File: config.mk
export PLATFORM = sky130hd
export DESIGN_NAME = net_packet_arbiter_flattened
export DESIGN_NICKNAME = d
export VERILOG_FILES = /design/src/rtl/net_packet_arbiter_flattened_pkg.sv /design/src/rtl/net_packet_fifo.sv /design/src/rtl/net_packet_arbiter_flattened.sv
export SDC_FILE = /design/constraint.sdc
export NUM_CORES = 1
export LEC_CHECK = 0
export ABC_AREA = 1
export BUFFER_PORTS_ARGS = -buffer_cell sky130_fd_sc_hd__clkbuf_2
export CAP_MARGIN = 10
export CORE_ASPECT_RATIO = 1.4
export CORE_UTILIZATION = 30
export CTS_BUF_LIST = sky130_fd_sc_hd__clkbuf_4
export CTS_CLUSTER_SIZE = 24
export DETAILED_ROUTE_END_ITERATION = 8
export SYNTH_ARGS = -nofsm -noshare
export SYNTH_HDL_FRONTEND = slang
export SYNTH_HIERARCHICAL = 1
export SYNTH_SLANG_ARGS = --single-unit
File: constraint.sdc
create_clock -name clk -period 3.3 [get_ports clk]
set_input_delay 0.33 -clock clk [delete_from_list [all_inputs] [get_ports clk]]
set_output_delay 0.33 -clock clk [all_outputs]
set_load 0.01 [all_outputs]
File: src/rtl/net_packet_arbiter_flattened_pkg.sv
// Shared definitions for the flattened network packet arbiter: packet layout,
// overflow-mode encodings and drop counter width.
package net_packet_arbiter_flattened_pkg;

    typedef struct packed {
        logic [3:0] tag;
        logic [7:0] data;
    } net_packet_t;

    localparam int unsigned NET_PACKET_W      = $bits(net_packet_t);
    localparam int unsigned MODE_BACKPRESSURE = 0;
    localparam int unsigned MODE_DROP         = 1;
    localparam int unsigned DROP_CNT_W        = 16;

endpackage

File: src/rtl/net_packet_fifo.sv
// Per-channel packet FIFO; an extra pointer bit separates full from empty.
module net_packet_fifo #(
    parameter int unsigned width = 8,
    parameter int unsigned depth = 4
) (
    input  logic             clk,
    input  logic             reset,
    input  logic             push_i,
    input  logic [width-1:0] data_i,
    input  logic             pop_i,
    output logic [width-1:0] data_o,
    output logic             full_o,
    output logic             empty_o
);

    localparam int unsigned AW = $clog2(depth);

    logic [AW:0]      wr_ptr_q, wr_ptr_d;
    logic [AW:0]      rd_ptr_q, rd_ptr_d;
    logic [width-1:0] mem_q [depth];
    logic             do_push, do_pop;

    assign full_o  = (wr_ptr_q[AW] != rd_ptr_q[AW]) && (wr_ptr_q[AW-1:0] == rd_ptr_q[AW-1:0]);
    assign empty_o = (wr_ptr_q == rd_ptr_q);
    assign data_o  = mem_q[rd_ptr_q[AW-1:0]];

    always_comb begin
        do_push  = push_i && !full_o;
        do_pop   = pop_i && !empty_o;
        wr_ptr_d = wr_ptr_q;
        rd_ptr_d = rd_ptr_q;
        if (do_push) wr_ptr_d = wr_ptr_q + (AW+1)'(1);
        if (do_pop)  rd_ptr_d = rd_ptr_q + (AW+1)'(1);
    end

    always_ff @(posedge clk) begin
        if (reset) begin
            wr_ptr_q <= '0;
            rd_ptr_q <= '0;
        end else begin
            wr_ptr_q <= wr_ptr_d;
            rd_ptr_q <= rd_ptr_d;
        end
    end

    // Storage needs no reset; emptiness is tracked by the pointers alone.
    always_ff @(posedge clk) begin
        if (do_push) mem_q[wr_ptr_q[AW-1:0]] <= data_i;
    end

endmodule

File: src/rtl/net_packet_arbiter_flattened.sv
// Round-robin arbiter merging per-channel packet FIFOs into one registered
// output stream, with backpressure or drop-and-count overflow handling.
module net_packet_arbiter_flattened
    import net_packet_arbiter_flattened_pkg::*;
#(
    parameter int unsigned num_ch_p       = 4,
    parameter int unsigned packet_width_p = NET_PACKET_W,
    parameter int unsigned fifo_depth_p   = 4,
    parameter int unsigned mode_p         = MODE_BACKPRESSURE
) (
    input  logic                                 clk,
    input  logic                                 reset,
    input  logic [num_ch_p*packet_width_p-1:0]   packets_flat_i,
    input  logic [num_ch_p-1:0]                  valid_i,
    output logic [num_ch_p-1:0]                  ready_o,
    output logic [packet_width_p-1:0]            packet_flat_o,
    output logic                                 valid_o,
    input  logic                                 ready_i,
    output logic [((num_ch_p > 1) ? $clog2(num_ch_p) : 1)-1:0] grant_id_o,
    output logic [DROP_CNT_W-1:0]                drop_count_o
);

    localparam int unsigned ID_W  = (num_ch_p > 1) ? $clog2(num_ch_p) : 1;
    localparam int unsigned SUM_W = DROP_CNT_W + 1;

    logic [num_ch_p-1:0]       full, empty, push, pop, drop;
    logic [packet_width_p-1:0] fifo_data [num_ch_p];

    logic                      valid_q, valid_d;
    logic [packet_width_p-1:0] packet_q, packet_d;
    logic [ID_W-1:0]           grant_q, grant_d;
    logic [ID_W-1:0]           last_grant_q, last_grant_d;
    logic [DROP_CNT_W-1:0]     drop_cnt_q, drop_cnt_d;

    logic                      load_en, found;
    logic [ID_W-1:0]           sel;
    logic [SUM_W-1:0]          drop_sum, drop_total;

    for (genvar k = 0; k < num_ch_p; k++) begin : g_ch
        net_packet_fifo #(
            .width (packet_width_p),
            .depth (fifo_depth_p)
        ) u_fifo (
            .clk     (clk),
            .reset   (reset),
            .push_i  (push[k]),
            .data_i  (packets_flat_i[k*packet_width_p +: packet_width_p]),
            .pop_i   (pop[k]),
            .data_o  (fifo_data[k]),
            .full_o  (full[k]),
            .empty_o (empty[k])
        );
    end

    // Input acceptance: full FIFOs either stall the source or discard its packet.
    always_comb begin
        ready_o = '1;
        push    = '0;
        drop    = '0;
        for (int unsigned k = 0; k < num_ch_p; k++) begin
            push[k] = valid_i[k] && !full[k];
            if (mode_p == MODE_DROP) begin
                drop[k] = valid_i[k] && full[k];
            end else begin
                ready_o[k] = reset || !full[k];
            end
        end
    end

    // Round-robin search starting one past the last granted channel.
    always_comb begin
        load_en      = !valid_q || ready_i;
        found        = 1'b0;
        sel          = last_grant_q;
        pop          = '0;
        valid_d      = valid_q;
        packet_d     = packet_q;
        grant_d      = grant_q;
        last_grant_d = last_grant_q;
        for (int unsigned i = 1; i <= num_ch_p; i++) begin
            automatic logic [ID_W-1:0] idx = ID_W'((32'(last_grant_q) + i) % num_ch_p);
            if (!found && !empty[idx]) begin
                found = 1'b1;
                sel   = idx;
            end
        end
        if (load_en) begin
            if (found) begin
                pop[sel]     = 1'b1;
                valid_d      = 1'b1;
                packet_d     = fifo_data[sel];
                grant_d      = sel;
                last_grant_d = sel;
            end else begin
                valid_d = 1'b0;
            end
        end
    end

    // Saturating drop counter; several channels may drop in the same cycle.
    always_comb begin
        drop_sum = '0;
        for (int unsigned k = 0; k < num_ch_p; k++) begin
            drop_sum = drop_sum + SUM_W'(drop[k]);
        end
        drop_total = {1'b0, drop_cnt_q} + drop_sum;
        drop_cnt_d = drop_total[DROP_CNT_W] ? '1 : drop_total[DROP_CNT_W-1:0];
    end

    always_ff @(posedge clk) begin
        if (reset) begin
            valid_q      <= 1'b0;
            packet_q     <= '0;
            grant_q      <= '0;
            last_grant_q <= ID_W'(num_ch_p - 1);
            drop_cnt_q   <= '0;
        end else begin
            valid_q      <= valid_d;
            packet_q     <= packet_d;
            grant_q      <= grant_d;
            last_grant_q <= last_grant_d;
            drop_cnt_q   <= drop_cnt_d;
        end
    end

    assign valid_o       = valid_q;
    assign packet_flat_o = packet_q;
    assign grant_id_o    = grant_q;
    assign drop_count_o  = drop_cnt_q;

endmodule

==> metrics.md <==
| Metric | Value |
|---|---|
| Crit-path max FO | `27` |
| Mux contribution to synthesized area | `0` |
| CP Launch Type | `flip-flop` |
| Register area share after synthesis | `0.631` |
| Leak | `0.00531 µW` |
| Type of the worst setup path | `flip-flop to flip-flop` |
| Post-DR wirelength/cell | `14.5 µm` |
| Slew Limit Headroom | `0.512` |
| Clock-pin slew of the registers on the worst-case setup and hold paths | `0.07 ns` |
| Arrival time at the worst endpoint | `3.43 ns` |
| Crit path capture type | `flip-flop` |
| Final setup violation count | `0` |
| First-pass GRT wire length | `39.2 mm` |
| DP Wirelength | `16.8 mm` |
| Status | `complete, no violations` |
| Flop2flop setup slack | `0.47 ns` |
| DRT antenna net count | `0` |
| Crit path launch | `g_ch[3].u_fifo/wr_ptr_q[0]` |
| Number of hold violations in the final report | `0` |
| Die height | `225 µm` |
| 1st-pass router iterations | `4` |
| # IOs | `90` |
| WL final | `25.1 mm` |
| Yosys reg bits | `241` |
| Max cap viols | `0` |
| Bufs on Longest Clock Path | `3` |
| Measured slew at the worst slew-check pin | `0.731 ns` |
| Mean Syn Cell Area | `10.1 µm²` |
| Max VDD drop | `0.340 mV` |
| Critical Path Sink | `g_ch[1].u_fifo/rd_ptr_q[2]` |
| Vias | `7786` |
| Req. time, crit path | `3.90 ns` |
| Pins Over Slew Limit | `0` |
| Synth Area in XOR/XNOR | `0` |
| EDFF count, synth | `192` |
| Die area | `0.0364 mm²` |
| Adder-Cell Fraction of Synth Area | `0.0234` |
| Worst-Skew Late Latency | `0.70 ns` |
| Fin crit share | `0.857` |
| Total GRT Usage | `0.139` |
| RSZ-0062 raised after global routing | `no` |
| Number of CTS-inserted buffers | `58` |
| Synth top area share | `0.539` |
| Routed vias/inst | `4.50` |
| Largest net degree at the start of global routing | `28` |
| GR Overflow Total | `0` |
| Rows | `81` |
| Layout cells sized above 1 | `0.171` |
| Fin nets | `1300` |
| Root Buffer | `clkbuf_4` |
| Top cells by area, synth | `edfxtp_1, dfxtp_1, nand2_1` |
| Final hold slack | `0.0456 ns` |
| Area Growth Syn to Fin | `20.0%` |
| Final setup TNS | `0 ns` |
| Syn Inst Count | `1062` |
| Placer congestion estimate | `0.871` |
| FF-to-FF End | `g_ch[1].u_fifo/rd_ptr_q[2]` |
| Pwr Total | `10200 µW` |
| Pwr dens | `798 mW/mm²` |
| Largest family of logic cells by synthesized area | `simple AND/OR/NAND/NOR gates` |
| Simple-Gate Fraction of Synth Area | `0.188` |
| Fillers | `3589` |
| Synth Flop Type | `edfxtp_1` |
| Netlist Area Pre-Place | `0.0107 mm²` |
| Chip width | `162 µm` |
| Min-Delay Path Class | `input port to flip-flop` |
| Clk sinks | `241` |
| Post-CTS resize count | `0` |
| Fmax | `354 MHz` |
| Warnings, synthesis | `6` |
| Post-CTS Setup Inserts | `0` |
| Cell taking the most area after synthesis | `edfxtp_1` |
| Synth Area in Compound Gates | `0.0901` |
| Initial drt markers | `435` |
| Post-synth cell types | `24` |
| RR Startpoint | `g_ch[3].u_fifo/wr_ptr_q[0]` |
| Port bufs | `73` |
| Initial antenna violation count | `1` |
| Vias in the first global route | `7583` |
| CTS tree | `done` |
| # H-tree levels | `2` |
| Core area | `0.0351 mm²` |
| Fraction of registers with async set/reset | `0` |
| R2R cell count | `19` |
| Cts hold-fix bufs | `49` |
| Min Tclk post-route | `2.83 ns` |
| Clk_skew | `0.0566 ns` |
| Final routed DRC violation total | `0` |
| Initial Util | `0.305` |
==> power by group <==
| part | switching [µW] | total [µW] | internal [µW] |
|---|---|---|---|
| clock | 1180 | 2680 | 1490 |
| combinational | 2600 | 3770 | 1170 |
| sequential | 223 | 3800 | 3580 |
==> synth_stat cells, types with 8 or more instances <==
cell,number
o22ai_1,48
clkbuf_1,9
nand2_2,15
nand3_1,54
dfxtp_1,49
nand3_4,8
nor2_1,148
ha_1,20
a21oi_1,27
inv_1,103
buf_4,22
edfxtp_1,192
nand2_1,233
buf_2,18
o21ai_0,98
==> layout make-up <==
class,instances,area [µm²],area share
Multi-Input combinational cell,678,3280,0.256
Timing Repair Buffer,140,991,0.0772
Sequential cell,241,6750,0.526
Antenna cell,1,2.50,0.000195
Clock inverter,26,214,0.0167
Inverter,106,398,0.0310
Clock buffer,84,631,0.0491
Tap cell,456,571,0.0444
==> layer usage <==
layer | part of all wire | GRT usage | wire, µm | vias to the layer above
li1 | - | - | - | 3925
met1 | 0.42 | 0.163 | 10400 | 3621
met4 | 0.028 | 0.0615 | 701 | 0
met2 | 0.51 | 0.247 | 12800 | 201
met5 | 0 | 0 | 0 | -
met3 | 0.044 | 0.0243 | 1100 | 39
==> metrics by stage <==
stage | worst slack (ns) | utilization | area, µm² | std cells
2_1_floorplan | 0.987 | - | 10800 | 1077
3_3_place_gp | 0.591 | 0.328 | 11500 | 1572
3_5_place_dp | 0.447 | 0.328 | 11500 | 1572
4_1_cts | 0.461 | 0.366 | 12800 | 1731
5_1_grt | 0.0730 | 0.366 | 12800 | 1732
6_report | 0.473 | 0.366 | 12800 | 1732
==> cell usage in the layout, fill, tap and decap left out, types with 48 or more instances in the layout <==
master,n
nand3_1,54
clkbuf_2,73
nor2_1,148
edfxtp_1,192
dfxtp_1,49
o22ai_1,48
dlygate4sd3_1,49
o21ai_0,98
inv_1,103
clkbuf_4,84
nand2_1,233
==> kinds of logic after synthesis <==
logic type	count (synthesis)
compound gates	177
fa+ha+maj	20
buf+inv	158
flops	241
other cells	1
simple gates	465
==> critical path, stage by stage, from the launching register on <==
cell and delay (ns):
dfxtp_1 0.42, inv_1 0.11, nand2_1 0.09, nand2_2 0.09
nand3_4 0.10, inv_1 0.10, nand2_1 0.12, nand2_1 0.06
nand2_1 0.05, nand2_1 0.09, nand2_1 0.11, nand3_2 0.22
nand2_4 0.34, nand2_1 0.14, a21oi_1 0.34, nand2_1 0.10
inv_1 0.08, nand3_1 0.07, nand2_1 0.06, nor2_1 0.04
==> registers in the layout, indices dropped and copies added, names as in the netlist, named ones only <==
name                  flops
last_grant_q              2
g_ch.u_fifo/rd_ptr_q     12
g_ch.u_fifo/wr_ptr_q     12
packet_flat_o            12
g_ch.u_fifo/mem_q       192
valid_o                   1
grant_id_o                2
==> worst min path at each step <==
| stage | cells after the start | start | to |
|---|---|---|---|
| finish | 4 | ready_i | valid_o |
| global route | 4 | ready_i | valid_o |
| CTS | 4 | ready_i | valid_o |
| detailed placement | 2 | grant_id_o[0] | grant_id_o[0] |
| global placement | 2 | grant_id_o[0] | grant_id_o[0] |
| floorplan | 1 | reset | grant_id_o[0] |
No activity file was read; power rests on OpenSTA's default activity.
